--- config.mk ---
export PLATFORM = sky130hd
export DESIGN_NAME = multicycle_main_control
export DESIGN_NICKNAME = d
export VERILOG_FILES = /design/src/rtl/riscv_ctrl_pkg.sv /design/src/rtl/multicycle_main_control.sv
export SDC_FILE = /design/constraint.sdc
export NUM_CORES = 1
export LEC_CHECK = 0
export ABC_AREA = 1
export CELL_PAD_IN_SITES_DETAIL_PLACEMENT = 1
export CELL_PAD_IN_SITES_GLOBAL_PLACEMENT = 1
export CORE_UTILIZATION = 37
export DETAILED_ROUTE_END_ITERATION = 6
export GPL_TIMING_DRIVEN = 0
export PLACE_DENSITY = 0.91
export SYNTH_ARGS = -nofsm -noshare
export SYNTH_HDL_FRONTEND = slang
export SYNTH_SLANG_ARGS = --single-unit
--- constraint.sdc ---
create_clock -name clk -period 3 [get_ports clk]
set_clock_uncertainty 0.1 [all_clocks]
set_input_delay 0.3 -clock clk [delete_from_list [all_inputs] [get_ports clk]]
set_output_delay 0.3 -clock clk [all_outputs]
set_load 0.03 [all_outputs]
--- src/rtl/riscv_ctrl_pkg.sv ---
// Shared encodings for the multi-cycle RISC-V main control FSM:
// state codes, major opcodes and ALU operand-B select codes.
package riscv_ctrl_pkg;

  localparam logic [3:0] ST_FETCH   = 4'd0;
  localparam logic [3:0] ST_DECODE  = 4'd1;
  localparam logic [3:0] ST_EXEC_R  = 4'd2;
  localparam logic [3:0] ST_EXEC_I  = 4'd3;
  localparam logic [3:0] ST_ALU_WB  = 4'd4;
  localparam logic [3:0] ST_MEMADR  = 4'd5;
  localparam logic [3:0] ST_MEMRD   = 4'd6;
  localparam logic [3:0] ST_LOAD_WB = 4'd7;
  localparam logic [3:0] ST_MEMWR   = 4'd8;
  localparam logic [3:0] ST_BRANCH  = 4'd9;
  localparam logic [3:0] ST_ILLEGAL = 4'd10;

  typedef enum logic [3:0] {
    FETCH   = ST_FETCH,
    DECODE  = ST_DECODE,
    EXEC_R  = ST_EXEC_R,
    EXEC_I  = ST_EXEC_I,
    ALU_WB  = ST_ALU_WB,
    MEMADR  = ST_MEMADR,
    MEMRD   = ST_MEMRD,
    LOAD_WB = ST_LOAD_WB,
    MEMWR   = ST_MEMWR,
    BRANCH  = ST_BRANCH,
    ILLEGAL = ST_ILLEGAL
  } state_t;

  localparam logic [6:0] OP_RTYPE  = 7'b0110011;
  localparam logic [6:0] OP_IMM    = 7'b0010011;
  localparam logic [6:0] OP_LOAD   = 7'b0000011;
  localparam logic [6:0] OP_STORE  = 7'b0100011;
  localparam logic [6:0] OP_BRANCH = 7'b1100011;

  localparam logic [1:0] SRCB_RS2  = 2'b00;
  localparam logic [1:0] SRCB_FOUR = 2'b01;
  localparam logic [1:0] SRCB_IMM  = 2'b10;

endpackage

--- src/rtl/multicycle_main_control.sv ---
// Moore main-control FSM for the multi-cycle RISC-V datapath with a retired-instruction counter.
// Optional feature: ILLEGAL_TRAP_EN makes illegal opcodes trap and halt until reset.
module multicycle_main_control
  import riscv_ctrl_pkg::*;
#(
  parameter int INSTRET_W = 32
) (
  input  logic                 clk,
  input  logic                 reset,
  input  logic [6:0]           opcode,
  input  logic                 zero,
  input  logic                 mem_ready,
  output logic                 mem_req,
  output logic                 mem_we,
  output logic                 IorD,
  output logic                 IRWrite,
  output logic                 PCWrite,
  output logic                 PCWriteCond,
  output logic                 PCSource,
  output logic                 ALUSrcA,
  output logic [1:0]           ALUSrcB,
  output logic                 ALUOp0,
  output logic                 ALUOp1,
  output logic                 MemtoReg,
  output logic                 RegWrite,
  output logic [INSTRET_W-1:0] instret,
  output logic                 trap
);

  state_t state, next_state;
  logic   retire;

  // The branch decision is made in the datapath via PCWriteCond & zero.
  logic unused_zero;
  assign unused_zero = zero;

  always_ff @(posedge clk or posedge reset) begin
    if (reset) state <= FETCH;
    else       state <= next_state;
  end

  always_comb begin
    next_state  = state;
    retire      = 1'b0;
    mem_req     = 1'b0;
    mem_we      = 1'b0;
    IorD        = 1'b0;
    IRWrite     = 1'b0;
    PCWrite     = 1'b0;
    PCWriteCond = 1'b0;
    PCSource    = 1'b0;
    ALUSrcA     = 1'b0;
    ALUSrcB     = SRCB_RS2;
    ALUOp0      = 1'b0;
    ALUOp1      = 1'b0;
    MemtoReg    = 1'b0;
    RegWrite    = 1'b0;
    unique case (state)
      FETCH: begin
        mem_req = 1'b1;
        ALUSrcB = SRCB_FOUR;
        if (mem_ready) begin
          IRWrite    = 1'b1;
          PCWrite    = 1'b1;
          next_state = DECODE;
        end
      end
      DECODE: begin
        ALUSrcB = SRCB_IMM;
        unique case (opcode)
          OP_RTYPE:           next_state = EXEC_R;
          OP_IMM:             next_state = EXEC_I;
          OP_LOAD, OP_STORE:  next_state = MEMADR;
          OP_BRANCH:          next_state = BRANCH;
          default:            next_state = ILLEGAL;
        endcase
      end
      EXEC_R: begin
        ALUSrcA    = 1'b1;
        ALUOp0     = 1'b1;
        next_state = ALU_WB;
      end
      EXEC_I: begin
        ALUSrcA    = 1'b1;
        ALUSrcB    = SRCB_IMM;
        ALUOp0     = 1'b1;
        next_state = ALU_WB;
      end
      ALU_WB: begin
        RegWrite   = 1'b1;
        retire     = 1'b1;
        next_state = FETCH;
      end
      MEMADR: begin
        ALUSrcA    = 1'b1;
        ALUSrcB    = SRCB_IMM;
        next_state = (opcode == OP_LOAD) ? MEMRD : MEMWR;
      end
      MEMRD: begin
        mem_req = 1'b1;
        IorD    = 1'b1;
        if (mem_ready) next_state = LOAD_WB;
      end
      LOAD_WB: begin
        RegWrite   = 1'b1;
        MemtoReg   = 1'b1;
        retire     = 1'b1;
        next_state = FETCH;
      end
      MEMWR: begin
        mem_req = 1'b1;
        mem_we  = 1'b1;
        IorD    = 1'b1;
        if (mem_ready) begin
          retire     = 1'b1;
          next_state = FETCH;
        end
      end
      BRANCH: begin
        ALUSrcA     = 1'b1;
        ALUOp1      = 1'b1;
        PCWriteCond = 1'b1;
        PCSource    = 1'b1;
        retire      = 1'b1;
        next_state  = FETCH;
      end
      ILLEGAL: begin
`ifdef ILLEGAL_TRAP_EN
        next_state = ILLEGAL;
`else
        retire     = 1'b1;
        next_state = FETCH;
`endif
      end
      default: next_state = FETCH;
    endcase
  end

  // Counter wraps naturally at 2^INSTRET_W.
  always_ff @(posedge clk or posedge reset) begin
    if (reset)       instret <= '0;
    else if (retire) instret <= instret + INSTRET_W'(1);
  end

`ifdef ILLEGAL_TRAP_EN
  // Set on entry so trap is visible in the first ILLEGAL cycle.
  logic trap_q;
  always_ff @(posedge clk or posedge reset) begin
    if (reset)                      trap_q <= 1'b0;
    else if (next_state == ILLEGAL) trap_q <= 1'b1;
  end
  assign trap = trap_q;
`else
  assign trap = 1'b0;
`endif

endmodule

==> impl_metrics.ini, run 1 <==
[run_status]
outcome = completed

[timing]
min_period_over_period_pct = 84.10
hold_viol_final = 0
setup_tns_ps = 0
fmax_ghz = 0.3964
slew_headroom_pct = 48.00
setup_viol = 0
tightest_slew_ps = 778.9
period_minus_slack_ps = 2523
rsz0062_at_grt = false
drv_slew = 0

[setup_path]
startpoint = state[2]
critPathKind = flip-flop to primary output
cp-end-kind = primary output
worstSetupEndpoint = ALUSrcA
reg2reg_slack_ps = 1140
reg2reg_to = instret[18]
path_max_fanout = 3
crit_arrival_ps = 2120
worstPathRequired_ps = 2600
r2r_start = instret[0]
cpMostUsedCell = inv_1
crit_slowest_cell = clkdlybuf4s50_1
crit_chain = inv_1 > nor2_1 > inv_1 > nor2_1 > inv_1 > nand3_1 > clkdlybuf4s50_1
r2r_cells = 8
critical_path.max_stage_delay_ps = 700
startpoint_type = flip-flop

[clocking]
h-tree-depth = 2
cts_root_buf = clkbuf_8
post_cts_buffers = 0
cts_buffer_depth = 2
cts_hold_buf = 0
cts_resized = 0
clk_latency_ps = 300
clk_pin_slew_worst_paths_ps = 80
cts_buffers = 5
clock-sinks = 36
cts_tree = yes

[floorplan]
rows = 28
ios = 58
die_w_microns = 80.45
core-area_sq_um = 5921
die_area_sq_um = 6472
start_util_pct = 38.46
die_h_microns = 80.45

[layout]
syn2layout_area_growth_pct = 32.25
final_common_cell = nand2_1
drive_above_1_share_pct = 6.122
antennaDiodeCount = 0
seqCellArea_sq_um = 900.9
nFillCells = 771
multi_input_area_sq_um = 1121
final_cell_mix = nand2_1 (111), clkdlybuf4s50_1 (55), inv_1 (48)
nets = 403

[synthesis]
synth_top_area_cell = dfrtp_1
ys_warn_count = 0
synth_top_area_share_pct = 39.56
syn_area_per_cell_sq_um = 6.922
post_synth_num_cell_types = 23
netlist_area_sq_um = 2277
synth_fp_nets = 341
ys_seq_area_share_pct = 39.56
synth_seq_cells = 36
synth.area.top_cells = dfrtp_1 (40%), nand2_1 (18%), inv_1 (8.1%), nor2_1 (7.7%), xnor2_1 (5.8%)
netlist_instances = 329

[grt]
grt_max_degree = 37
antenna_found_initial = 0
grtUsageTotal_pct = 23.92
grt_pass1_wl_microns = 11720
grt_pass1_vias = 2451
grt_overflow = 0

[detailed_routing]
drt-vias-per-instance = 4.970
avgRoutedWirePerCell_microns = 15.01
drtIter0Drc = 84
drc = 0
ant_nets = 0
drt_wl_total_microns = 7012
via_count = 2321
drtPass1Iterations = 4

[job]
max-cap-violations = 0

[pwr]
internal_power_uw = 1112
leakagePower_uw = 0.001353
pwr-share-clk_pct = 18.3
cellPowerDensity_nw_per_um2 = 666.4
swShare_pct = 44.57
power.share.sequential_pct = 30.7
ir_worst_vdd_mv = 0.7100
p_total_uw = 2007
combPwrFrac_pct = 51.0
p_switching_uw = 894.4

[placement]
portBuffers = 55
globalplace.congestion = 0.8967
hpwl_microns = 5476

[hold_path]
hold_path.class = input pin to asynchronous set/reset pin
[routing by layer]
| metal | global-route usage [%] | vias to the layer above | share of wire, % |
|---|---|---|---|
| li1 | - | 1121 | - |
| met1 | 27.49 | 1145 | 41 |
| met2 | 44.58 | 47 | 54 |
| met3 | 3.977 | 8 | 3.4 |
| met4 | 7.321 | 0 | 1.2 |
| met5 | 0 | - | 0 |
[per-stage QoR]
stage,hold slack [ps],setup slack (ps),instances,cell area (sq um),util [%]
finish,361.3,477.0,467,3012,50.87
global route,447.4,393.0,467,3012,50.87
CTS,398.0,476.1,467,3012,50.87
detailed placement,415.7,825.4,459,2922,49.34
global placement,403.4,859.6,459,2922,49.34
floorplan,367.0,1261,329,2277,-
[synth_stat cells, drive strengths merged]
master  instances
and2            1
a21oi           3
nand3b          5
nand3          24
inv            49
buf             8
nand2         113
xor2            2
o211ai          1
xnor2          15
nor3            6
conb            1
nor2           50
ha              1
dfrtp          36
nand4          11
o21ai           3
[power groups by stage]
| stage | clock network (uW) | logic, uW | registers, uW |
|---|---|---|---|
| 3_5_place_dp | 0 | 1020 | 623 |
| 4_1_cts | 371 | 1030 | 617 |
| 5_1_grt | 388 | 1100 | 626 |
| 3_3_place_gp | 0 | 996 | 624 |
| 2_1_floorplan | 0 | 591 | 674 |
| 6_report | 367 | 1020 | 616 |
[worst min-delay path by stage]
stage                     start           to  slack [ps]  depth (start not counted)
floorplan                 reset   instret[0]         370                          1
global placement    instret[13]  instret[13]         400                          1
detailed placement  instret[30]  instret[30]         420                          2
CTS                       reset  instret[27]         400                          2
global route        instret[16]  instret[16]         450                          1
finish                    reset  instret[23]         360                          2
[final cells by class]
cell class / instances / share of cell area (%)
Buffer: 8 / 2.368
Clock buffer: 8 / 2.991
Inverter: 49 / 6.107
Multi-Input combinational cell: 236 / 37.22
Sequential cell: 36 / 29.91
Tap cell: 75 / 3.116
Timing Repair Buffer: 55 / 18.28
[kinds of logic after synthesis]
group           Yosys count  synth area share (%)
xor+xnor                 17                 6.539
simple gates            210                 40.33
buf+inv                  57                 11.21
flops                    36                 39.56
other cells               1                0.1647
compound gates            7                 1.648
fa+ha+maj                 1                0.5494
[worst max-delay path, delay by kind of cell (launching register included)]
kind	cells	cell delay (ps)
simple gates	3	500
flops	1	370
buf+inv	4	970
[state kept, by name, indices dropped and copies added, names as in the netlist]
register  flops
state         4
instret      32
Power figures use the tool's default switching activity.
==> inputs of run 2 (changes only) <==
Settings changed: CORE_UTILIZATION 37 to 34, PLACE_DENSITY 0.91 to 0.85.
Clock period 3 ns to 2.6 ns, I/O delays scaled along.
==> run 2 against run 1 <==
The run now ends with design-rule violations left. Power rose by 16%. Wire length fell by 4.9%. Count of clock-buffer cells in the layout fell by 1. Combinational power rose by 16%. Design area rose by 0.29%. Flip-flop and latch count did not move. Sequential power rose by 16%. Critical path depth did not move.
==> impl_metrics.ini, run 2 (synthesis gave the netlist of run 1 again) <==
[pwr]
cellPowerDensity_nw_per_um2 = 771.1
ir_worst_vdd_mv = 0.7320
leakagePower_uw = 0.001358

[setup_path]
crit_arrival_ps = 1980
path_max_fanout = 3
cp-end-kind = primary output
reg2reg_slack_ps = 780
reg2reg_to = instret[26]
critPathKind = flip-flop to primary output
r2r_start = instret[0]
startpoint_type = flip-flop
worstPathRequired_ps = 2240
r2r_cells = 8

[hold_path]
hold_path.class = input pin to asynchronous set/reset pin

[timing]
min_period_over_period_pct = 90.01
hold_viol_final = 0
period_minus_slack_ps = 2340
setup_viol = 0
fmax_ghz = 0.4273
worst_slack_ps = 259.7
setup_tns_ps = 0
drv_slew = 0
tightest_slew_ps = 781.8
hold_slack_ps = 343.6
rsz0062_at_grt = false
slew_headroom_pct = 47.80

[detailed_routing]
avgRoutedWirePerCell_microns = 14.25
via_count = 2321
drt-vias-per-instance = 4.959
ant_nets = 0
drt_wl_total_microns = 6667
drtPass1Iterations = 7
drc = 4
drtIter0Drc = 114

[layout]
final_cell_mix = nand2_1 (111), clkdlybuf4s50_1 (55), inv_1 (48)
design_area_sq_um = 3020
finish.utilization_pct = 47.03
antennaDiodeCount = 0
regMostFlops = instret
largest_registers = instret: 32 flops, state: 4 flops
syn2layout_area_growth_pct = 32.64
largest_reg_flops = 32
drive_above_1_share_pct = 6.394
nets = 403
final_common_cell = nand2_1

[grt]
grt_pass1_vias = 2375
grt_overflow = 0
antenna_found_initial = 0
grt_pass1_wl_microns = 11140
grtUsageTotal_pct = 20.14
grt_max_degree = 37

[clocking]
h-tree-depth = 2
cts_hold_buf = 0
clk_latency_ps = 290
cts_buffer_depth = 2
clock-sinks = 36
cts_root_buf = clkbuf_8
clk_pin_slew_worst_paths_ps = 70
cts_buffers = 5
cts_tree = yes
post_cts_buffers = 0
cts_resized = 0

[floorplan]
core-area_sq_um = 6422
ios = 58
start_util_pct = 35.46
die_w_microns = 83.84
die_area_sq_um = 7029
die_h_microns = 83.84
rows = 29

[run_status]
outcome = complete, but fails checks
violations = design-rule violations

[placement]
post-place-ws_ps = 516.6
portBuffers = 55
place_area_sq_um = 2924
hpwl_microns = 5286
globalplace.congestion = 0.8675

[job]
max-cap-violations = 0
-- run 2: cell types whose count changed in the layout (fill, tap and decap cells not counted), sizes merged --
cell    delta
clkbuf     -1
-- run 2: where the power goes --
part           total [uW]  leakage, uW  internal (uW)  switching (uW)
sequential            712     0.000487            627            84.4
clock                 439    0.0000503            236             203
combinational        1180     0.000821            440             738
total                2330      0.00136           1300            1030
-- run 2: metal layers --
layer / GRT usage [%] / wire, microns / vias up
li1: - / - / 1125
met1: 24.13 / 2933 / 1141
met2: 37.26 / 3486 / 51
met3: 2.868 / 187 / 4
met4: 5.643 / 60 / 0
met5: 0 / 0 / -
-- run 2: metrics by stage --
step | instances | total power [uW]
2_1_floorplan | 329 | 1459
3_3_place_gp | 461 | 1869
3_5_place_dp | 461 | 1905
4_1_cts | 468 | 2353
5_1_grt | 468 | 2469
6_report | 468 | 2329
-- run 2: cell type report --
type / instances / area, sq um
flip-flops and latches: 36 / 900.9
repair buffers: 55 / 550.5
multi-input cells: 236 / 1121
clock buffers: 7 / 96.34
plain buffers: 8 / 71.32
fillers: 841 / 3402
inverters: 49 / 183.9
well taps: 77 / 96.34
-- run 2: worst max-delay path by stage --
| stage | end | depth (start not counted) | slack [ps] | start |
|---|---|---|---|---|
| floorplan | instret[26] | 8 | 880 | instret[0] |
| global placement | PCWrite | 5 | 550 | mem_ready |
| detailed placement | PCWrite | 5 | 520 | mem_ready |
| CTS | ALUSrcA | 7 | 260 | state[2] |
| global route | ALUSrcA | 7 | 120 | state[2] |
| finish | ALUSrcA | 7 | 260 | state[2] |
-- run 2: worst max-delay path: stages, from the launching register on --
cell and delay, ps:
dfrtp_1 370, inv_1 60, nor2_1 200, inv_1 100
nor2_1 130, inv_1 70, nand3_1 80, clkdlybuf4s50_1 670
==> inputs of run 3 (changes only) <==
Settings changed: CORE_MARGIN set to 3.
==> run 3 against run 2 <==
The run now ends clean. Core utilization decreased by 0.058 points. Hold slack got worse by 20 ps. Cell count increased by 0.21%. Die area increased by 9.8%. Sequential share of layout area about the same. Count of clock-buffer cells in the layout decreased by 1. Combinational power about the same. Critical path type unchanged. Largest power group unchanged.
==> impl_metrics.ini, run 3 (synthesis gave the netlist of run 1 again) <==
[run_status]
outcome = completed

[timing]
min_period_over_period_pct = 92.06
setup_tns_ps = 0
setup_viol = 0
fmax_ghz = 0.4178
hold_slack_ps = 323.8
rsz0062_at_grt = false
tightest_slew_ps = 784.1
slew_headroom_pct = 47.65
period_minus_slack_ps = 2394
drv_slew = 0
hold_viol_final = 0

[clocking]
cts_buffers = 5
clk_latency_ps = 300
cts_tree = yes
post_cts_buffers = 0
cts_root_buf = clkbuf_8
cts_hold_buf = 0
clock-sinks = 36
clk_pin_slew_worst_paths_ps = 70
cts_buffer_depth = 2
cts_resized = 0
h-tree-depth = 2

[grt]
grt_pass1_vias = 2490
antenna_found_initial = 0
grt_max_degree = 37
grtUsageTotal_pct = 19.42
grt_pass1_wl_microns = 11650
grt_overflow = 0

[detailed_routing]
avgRoutedWirePerCell_microns = 14.66
via_count = 2321
drtIter0Drc = 103
drt_wl_total_microns = 6877
drc = 0
ant_nets = 0
drtPass1Iterations = 4
drt-vias-per-instance = 4.949

[placement]
globalplace.congestion = 0.8148
hpwl_microns = 5447
portBuffers = 55
place_area_sq_um = 2924

[setup_path]
reg2reg_slack_ps = 720
cp-end-kind = primary output
cpMostUsedCell = inv_1
critical_path.max_stage_delay_ps = 680
worstPathRequired_ps = 2240
crit_slowest_cell = clkdlybuf4s50_1
crit_chain = inv_1 > nor2_1 > inv_1 > nor2_1 > inv_1 > nand3_1 > clkdlybuf4s50_1
path_max_fanout = 3
critPathKind = flip-flop to primary output
startpoint_type = flip-flop
crit_arrival_ps = 2030

[hold_path]
hold_path.class = input pin to asynchronous set/reset pin

[layout]
drive_above_1_share_pct = 6.633
finish.utilization_pct = 46.97
design_area_sq_um = 3017
nFillCells = 819
antennaDiodeCount = 0
syn2layout_area_growth_pct = 32.47
nets = 403
largest_reg_flops = 32
regMostFlops = instret
final_cell_mix = nand2_1 (111), clkdlybuf4s50_1 (55), inv_1 (48)
final_common_cell = nand2_1
largest_registers = instret: 32 flops, state: 4 flops

[pwr]
ir_worst_vdd_mv = 0.7098
leakagePower_uw = 0.001359
p_total_uw = 2321
cellPowerDensity_nw_per_um2 = 769.4

[floorplan]
die_h_microns = 87.84
ios = 58
rows = 29
die_w_microns = 87.84
die_area_sq_um = 7716
start_util_pct = 35.46
core-area_sq_um = 6422

[job]
max-cap-violations = 0
## run 3: cell count changes in the layout (fill, tap and decap cells not counted), sizes merged
cell,delta
clkbuf,-1
clkinv,+2
## run 3: worst paths after layout
| kind | from | depth (start not counted) | endpoint |
|---|---|---|---|
| worst max-delay path | state[2] | 7 | ALUSrcA |
| worst max register to register | instret[0] | 8 | instret[26] |
| max in group asynchronous | reset | 2 | instret[8] |
| worst min register to register | instret[10] | 1 | instret[10] |
| min in group clk | instret[10] | 1 | instret[10] |
| worst min-delay path | reset | 2 | state[0] |
## run 3: critical path: cells and delay by family (launching register included)
family / cells / cell delay, ps
buf+inv: 4 / 920
flops: 1 / 380
simple gates: 3 / 440
## run 3: power breakdown
part           total (uW)  leakage [uW]  internal [uW]  switching [uW]
clock network         433     0.0000510            212             221
registers             709      0.000487            627            82.3
logic                1180      0.000821            439             739
total                2320       0.00136           1280            1040
## run 3: metal layers
| metal | global-route usage, % | vias up | routed length (microns) |
|---|---|---|---|
| met1 | 22.39 | 1132 | 2862 |
| met4 | 6.416 | 0 | 116 |
| met2 | 36.16 | 47 | 3637 |
| met3 | 3.198 | 13 | 259 |
| li1 | - | 1129 | - |
| met5 | 0 | - | 0 |
## run 3: cell type report
type / instances / area [sq um] / share of cell area [%]
Multi-Input combinational cell: 236 / 1121 / 37.16
Tap cell: 77 / 96.34 / 3.194
Clock inverter: 2 / 10.01 / 0.3318
Buffer: 8 / 71.32 / 2.364
Sequential cell: 36 / 900.9 / 29.86
Inverter: 49 / 183.9 / 6.097
Timing Repair Buffer: 55 / 550.5 / 18.25
Clock buffer: 6 / 82.58 / 2.737
## run 3: through the flow
stage                     instances  setup slack [ps]
after floorplan                 329             882.7
after global placement          461             544.6
after detailed placement        461             513.9
after CTS                       469             180.6
after global routing            469             25.28
final                           469             206.4
==> RTL edit 1: new RTL, flow settings as in run 3 <==
The parameter `INSTRET_W` goes from 32 to 64.
--- a/src/rtl/multicycle_main_control.sv
+++ b/src/rtl/multicycle_main_control.sv
@@ -3,7 +3,7 @@
 module multicycle_main_control
   import riscv_ctrl_pkg::*;
 #(
-  parameter int INSTRET_W = 32
+  parameter int INSTRET_W = 64
 ) (
   input  logic                 clk,
   input  logic                 reset,
Interface: changed (resized instret); port bits go from 58 to 90. The function was not compared with the original's and may differ.
==> RTL edit 1 against run 3 <==
- sequential cell count is 32 higher
- critical path type unchanged
- clock power grew to 2.9 times the old value
- count of clock-buffer cells in the layout is 5 higher
- highest routed layer unchanged
- via count is 78% higher
- core utilization hardly changed
- power grew 59%
- synthesized area is 80% higher
- worst setup slack lost 0.058 ns
- critical path depth did not move
- wire length grew 99%
- largest cell class unchanged
- design area rose by 81%
==> RTL edit 1: results (changes against run 3) <==
NetSw=1.335 mW (was 1.043 mW); highest clock rate=407.9 MHz (was 417.8 MHz); vias in the first global route=4,446 (was 2,490); largest registers=instret (64), state (4) (was instret (32), state (4)); total leakage power=2.322 nW (was 1.359 nW); Via density=5.019 (was 4.949); TritonCTS buffer count=9 (was 5); critical path's largest stage delay=0.66 ns (was 0.68 ns); crit path capture=PCWrite (was ALUSrcA); status=finished, final reports clean (unchanged); DR iter-0 viols=221 (was 103); top post-synthesis cells by count=nand2_1 (187), nor2_1 (105), dfrtp_1 (68), inv_1 (61), nand3_1 (35) (was nand2_1 (111), inv_1 (49), nor2_1 (47), dfrtp_1 (36), nand3_1 (21)); cells after synthesis=577 (was 329); Reg clk slew, reported paths=0.06 ns; placer congestion estimate=0.9421 (was 0.8148); WL final=13,660 um (was 6877 um); synth top area cells=dfrtp_1 (42%), nand2_1 (17%), nor2_1 (9.6%), inv_1 (5.6%), xor2_1 (4.9%) (was dfrtp_1 (40%), nand2_1 (18%), inv_1 (8.1%), nor2_1 (7.7%), xnor2_1 (5.8%)); DP Cell Count=807 (was 461); Hold Slack=0.3525 ns (was 0.3238 ns); crit-path max FO=6 (was 3); Max-slew headroom=44.07% (was 47.65%); r2r worst-path depth=10 (was 8); leading register cell type out of synthesis=dfrtp_1 (unchanged); Total GRT Usage=21.24% (was 19.42%); Nets=687 (was 403); layout cells sized above 1=6.176% (was 6.633%); Syn Nets=589 (was 341); htree depth=3 (was 2); maximum VDD drop=0.0005835 V (was 0.0007098 V); placed cell area=5151 um2 (was 2924 um2); Root Buffer=clkbuf_16 (was clkbuf_8); Post-Layout Cell Count=823 (was 469); setup slack, reg-to-reg=0.49 ns (was 0.72 ns); CP max-delay cell=clkdlybuf4s50_1 (unchanged); first-pass GRT wire length=22,110 um (was 11,650 um); clock latency on the worst-skew pair=0.33 ns (was 0.30 ns); register area share after synthesis=41.51% (was 39.56%); largest net degree at the start of global routing=69 (was 37); Port Buffers=87 (was 55); DP Worst Slack=0.4424 ns (was 0.5139 ns); # Post-CTS Setup Buffers=0 (unchanged); Crit Reg-Reg Endpoint=instret[60]$_DFFE_PP0P_ (was instret[26]$_DFFE_PP0P_); sequential share of power=33.4% (was 30.6%); Crit. Startpoint=state[0]$_DFFE_PP0P_ (was state[2]$_DFFE_PP0P_); Final HPWL DP=10,810 um (was 5447 um); Cell variety after synth=28 (was 23)
RTL edit 1: layout make-up:
cell class,count,area (um2)
Sequential cell,68,1702
Clock inverter,5,50.05
Buffer,7,53.80
Fill cell,1487,6155
Inverter,62,235.2
Timing Repair Buffer,87,870.8
Tap cell,143,178.9
Clock buffer,11,252.7
Multi-Input combinational cell,440,2116
RTL edit 1: per-layer routing:
metal / wire (um) / track usage (%) / up-vias
li1: - / - / 1998
met1: 5898 / 26.87 / 2005
met2: 6935 / 36.52 / 98
met3: 479 / 3.029 / 30
met4: 344 / 8.585 / 0
met5: 0 / 0 / -
RTL edit 1: logic make-up (layout without fill, tap and decap cells):
group | after synthesis | after routing | synth area share, %
AOI/OAI and AO/OA | 7 | 7 | 0.9768
and+or+nand+nor | 387 | 387 | 40.72
DFF | 68 | 68 | 41.51
xor gates and xnor gates | 44 | 44 | 9.402
buffers and inverters | 69 | 172 | 6.990
other | 1 | 1 | 0.09149
adders and majority gates | 1 | 1 | 0.3052
==> RTL edit 2: new RTL, config.mk and constraints of run 3 <==
Without the edit above. Build with the macro `ILLEGAL_TRAP_EN` defined.
--- a/src/rtl/multicycle_main_control.sv
+++ b/src/rtl/multicycle_main_control.sv
@@ -1,5 +1,7 @@
 // Moore main-control FSM for the multi-cycle RISC-V datapath with a retired-instruction counter.
 // Optional feature: ILLEGAL_TRAP_EN makes illegal opcodes trap and halt until reset.
+`define ILLEGAL_TRAP_EN
+
 module multicycle_main_control
   import riscv_ctrl_pkg::*;
 #(
Function: changed (a bounded check fails within 4 cycles, from zero or initial values and one cycle with reset high).
==> RTL edit 2 against run 3 <==
- synthesized area up 4.5%
- register-to-register slack better by 0.08 ns
- highest routed layer unchanged
- sequential share of layout area down 0.84 points
- die area up 4.2%
- power up 7.0%
- fmax down 1.3%
- worst setup slack worse by 0.030 ns
- sequential cell count up 1
- synthesized cell count up 8.5%
- wire length up 2.8%
- largest cell class unchanged
- worst hold slack better by 0.014 ns
- design area up 5.8%
==> RTL edit 2: results (changes against run 3) <==
status=finished, final reports clean (unchanged); Port Buffers=56 (was 55); area delta synth->final=34.07% (was 32.47%); maximum VDD drop=0.0004038 V (was 0.0007098 V); register area share after synthesis=38.91% (was 39.56%); Synth Area in XOR/XNOR=6.257% (was 6.538%); Avg Synthesized Cell Area=6.666 um2 (was 6.922 um2); non-clock inverter instance count of the final layout=44 (was 49); clock network power share=24.2% (was 18.6%); leading register cell type out of synthesis=dfrtp_1 (unchanged); clock latency on the worst-skew pair=0.29 ns; largest net degree at the start of global routing=38 (was 37); Hold Slack=0.3378 ns (was 0.3238 ns); first-pass GRT wire length=12,040 um (was 11,650 um); synth top area cells=dfrtp_1 (39%), nand2_1 (22%), nor2_1 (9.8%), inv_1 (6.5%), xnor2_1 (4.8%) (was dfrtp_1 (40%), nand2_1 (18%), inv_1 (8.1%), nor2_1 (7.7%), xnor2_1 (5.8%)); Power Total=2.485 mW (was 2.321 mW); layout cells sized above 1=6.651% (was 6.633%); DP Worst Slack=0.4539 ns (was 0.5139 ns); switch share=41.39% (was 44.92%); clock network area share=4.196% (was 3.069%); Final Core Density=48.58% (was 46.97%); Cell variety after synth=26 (was 23); Syn Nets=369 (was 341); critical path arrival=2.06 ns (was 2.03 ns); compound-cell area share of the yosys netlist=2.629% (was 1.648%); multi-input gates=269 (was 236); placed cell area=3057 um2 (was 2924 um2); crit-path max FO=4 (was 3); vias in the first global route=2,639 (was 2,490); Total GRT Usage=19.26% (was 19.42%); non-clock buffering overhead in the final layout=19.57% (was 20.61%); post-cts sizing count=0 (unchanged); FF/Latch Area=925.9 um2 (was 900.9 um2); initial antenna violation count=0 (unchanged); setup_tns=0 ns (unchanged); multi-input logic area=1225 um2 (was 1121 um2); total leakage power=1.366 nW (was 1.359 nW); Via density=4.702 (was 4.949); Gate power share=46.3% (was 50.8%); FILL cells=869 (was 819); placer congestion estimate=0.7933 (was 0.8148); Final HPWL DP=5662 um (was 5447 um); DR iter-0 viols=68 (was 103); Nets=432 (was 403); adder-cell share of the synthesized area=0.5258% (was 0.5495%); Crit Reg-Reg Endpoint=instret[22]$_DFFE_PP0P_ (was instret[26]$_DFFE_PP0P_); setup slack, reg-to-reg=0.80 ns (was 0.72 ns); WL final=7071 um (was 6877 um); wire length per cell=13.76 um (was 14.66 um); Max-slew headroom=46.21% (was 47.65%); Seq area share=29.02% (was 29.86%)
-- RTL edit 2: how the worst max path moves through the flow --
stage | startpoint | end | cells after the start
floorplan | state[3]$_DFF_PP0_ | PCWrite | 6
global placement | mem_ready | PCWrite | 5
detailed placement | mem_ready | PCWrite | 5
CTS | state[2]$_DFF_PP0_ | PCWrite | 7
global route | state[2]$_DFF_PP0_ | PCWrite | 7
finish | state[2]$_DFF_PP0_ | PCWrite | 7
-- RTL edit 2: routing by layer --
metal,vias to the layer above,GRT usage (%),wire length (um)
met2,37,34.51,3611
met4,0,5.007,74
met3,6,3.011,164
met1,1160,23.94,3220
li1,1214,-,-
met5,-,0,0
-- RTL edit 2: logic make-up (layout without fill, tap and decap cells) --
| kind of cell | Yosys count | in the layout |
|---|---|---|
| buf+inv | 51 | 115 |
| flops | 37 | 37 |
| compound gates | 11 | 11 |
| simple gates | 240 | 240 |
| fa+ha+maj | 1 | 1 |
| xor+xnor | 17 | 17 |
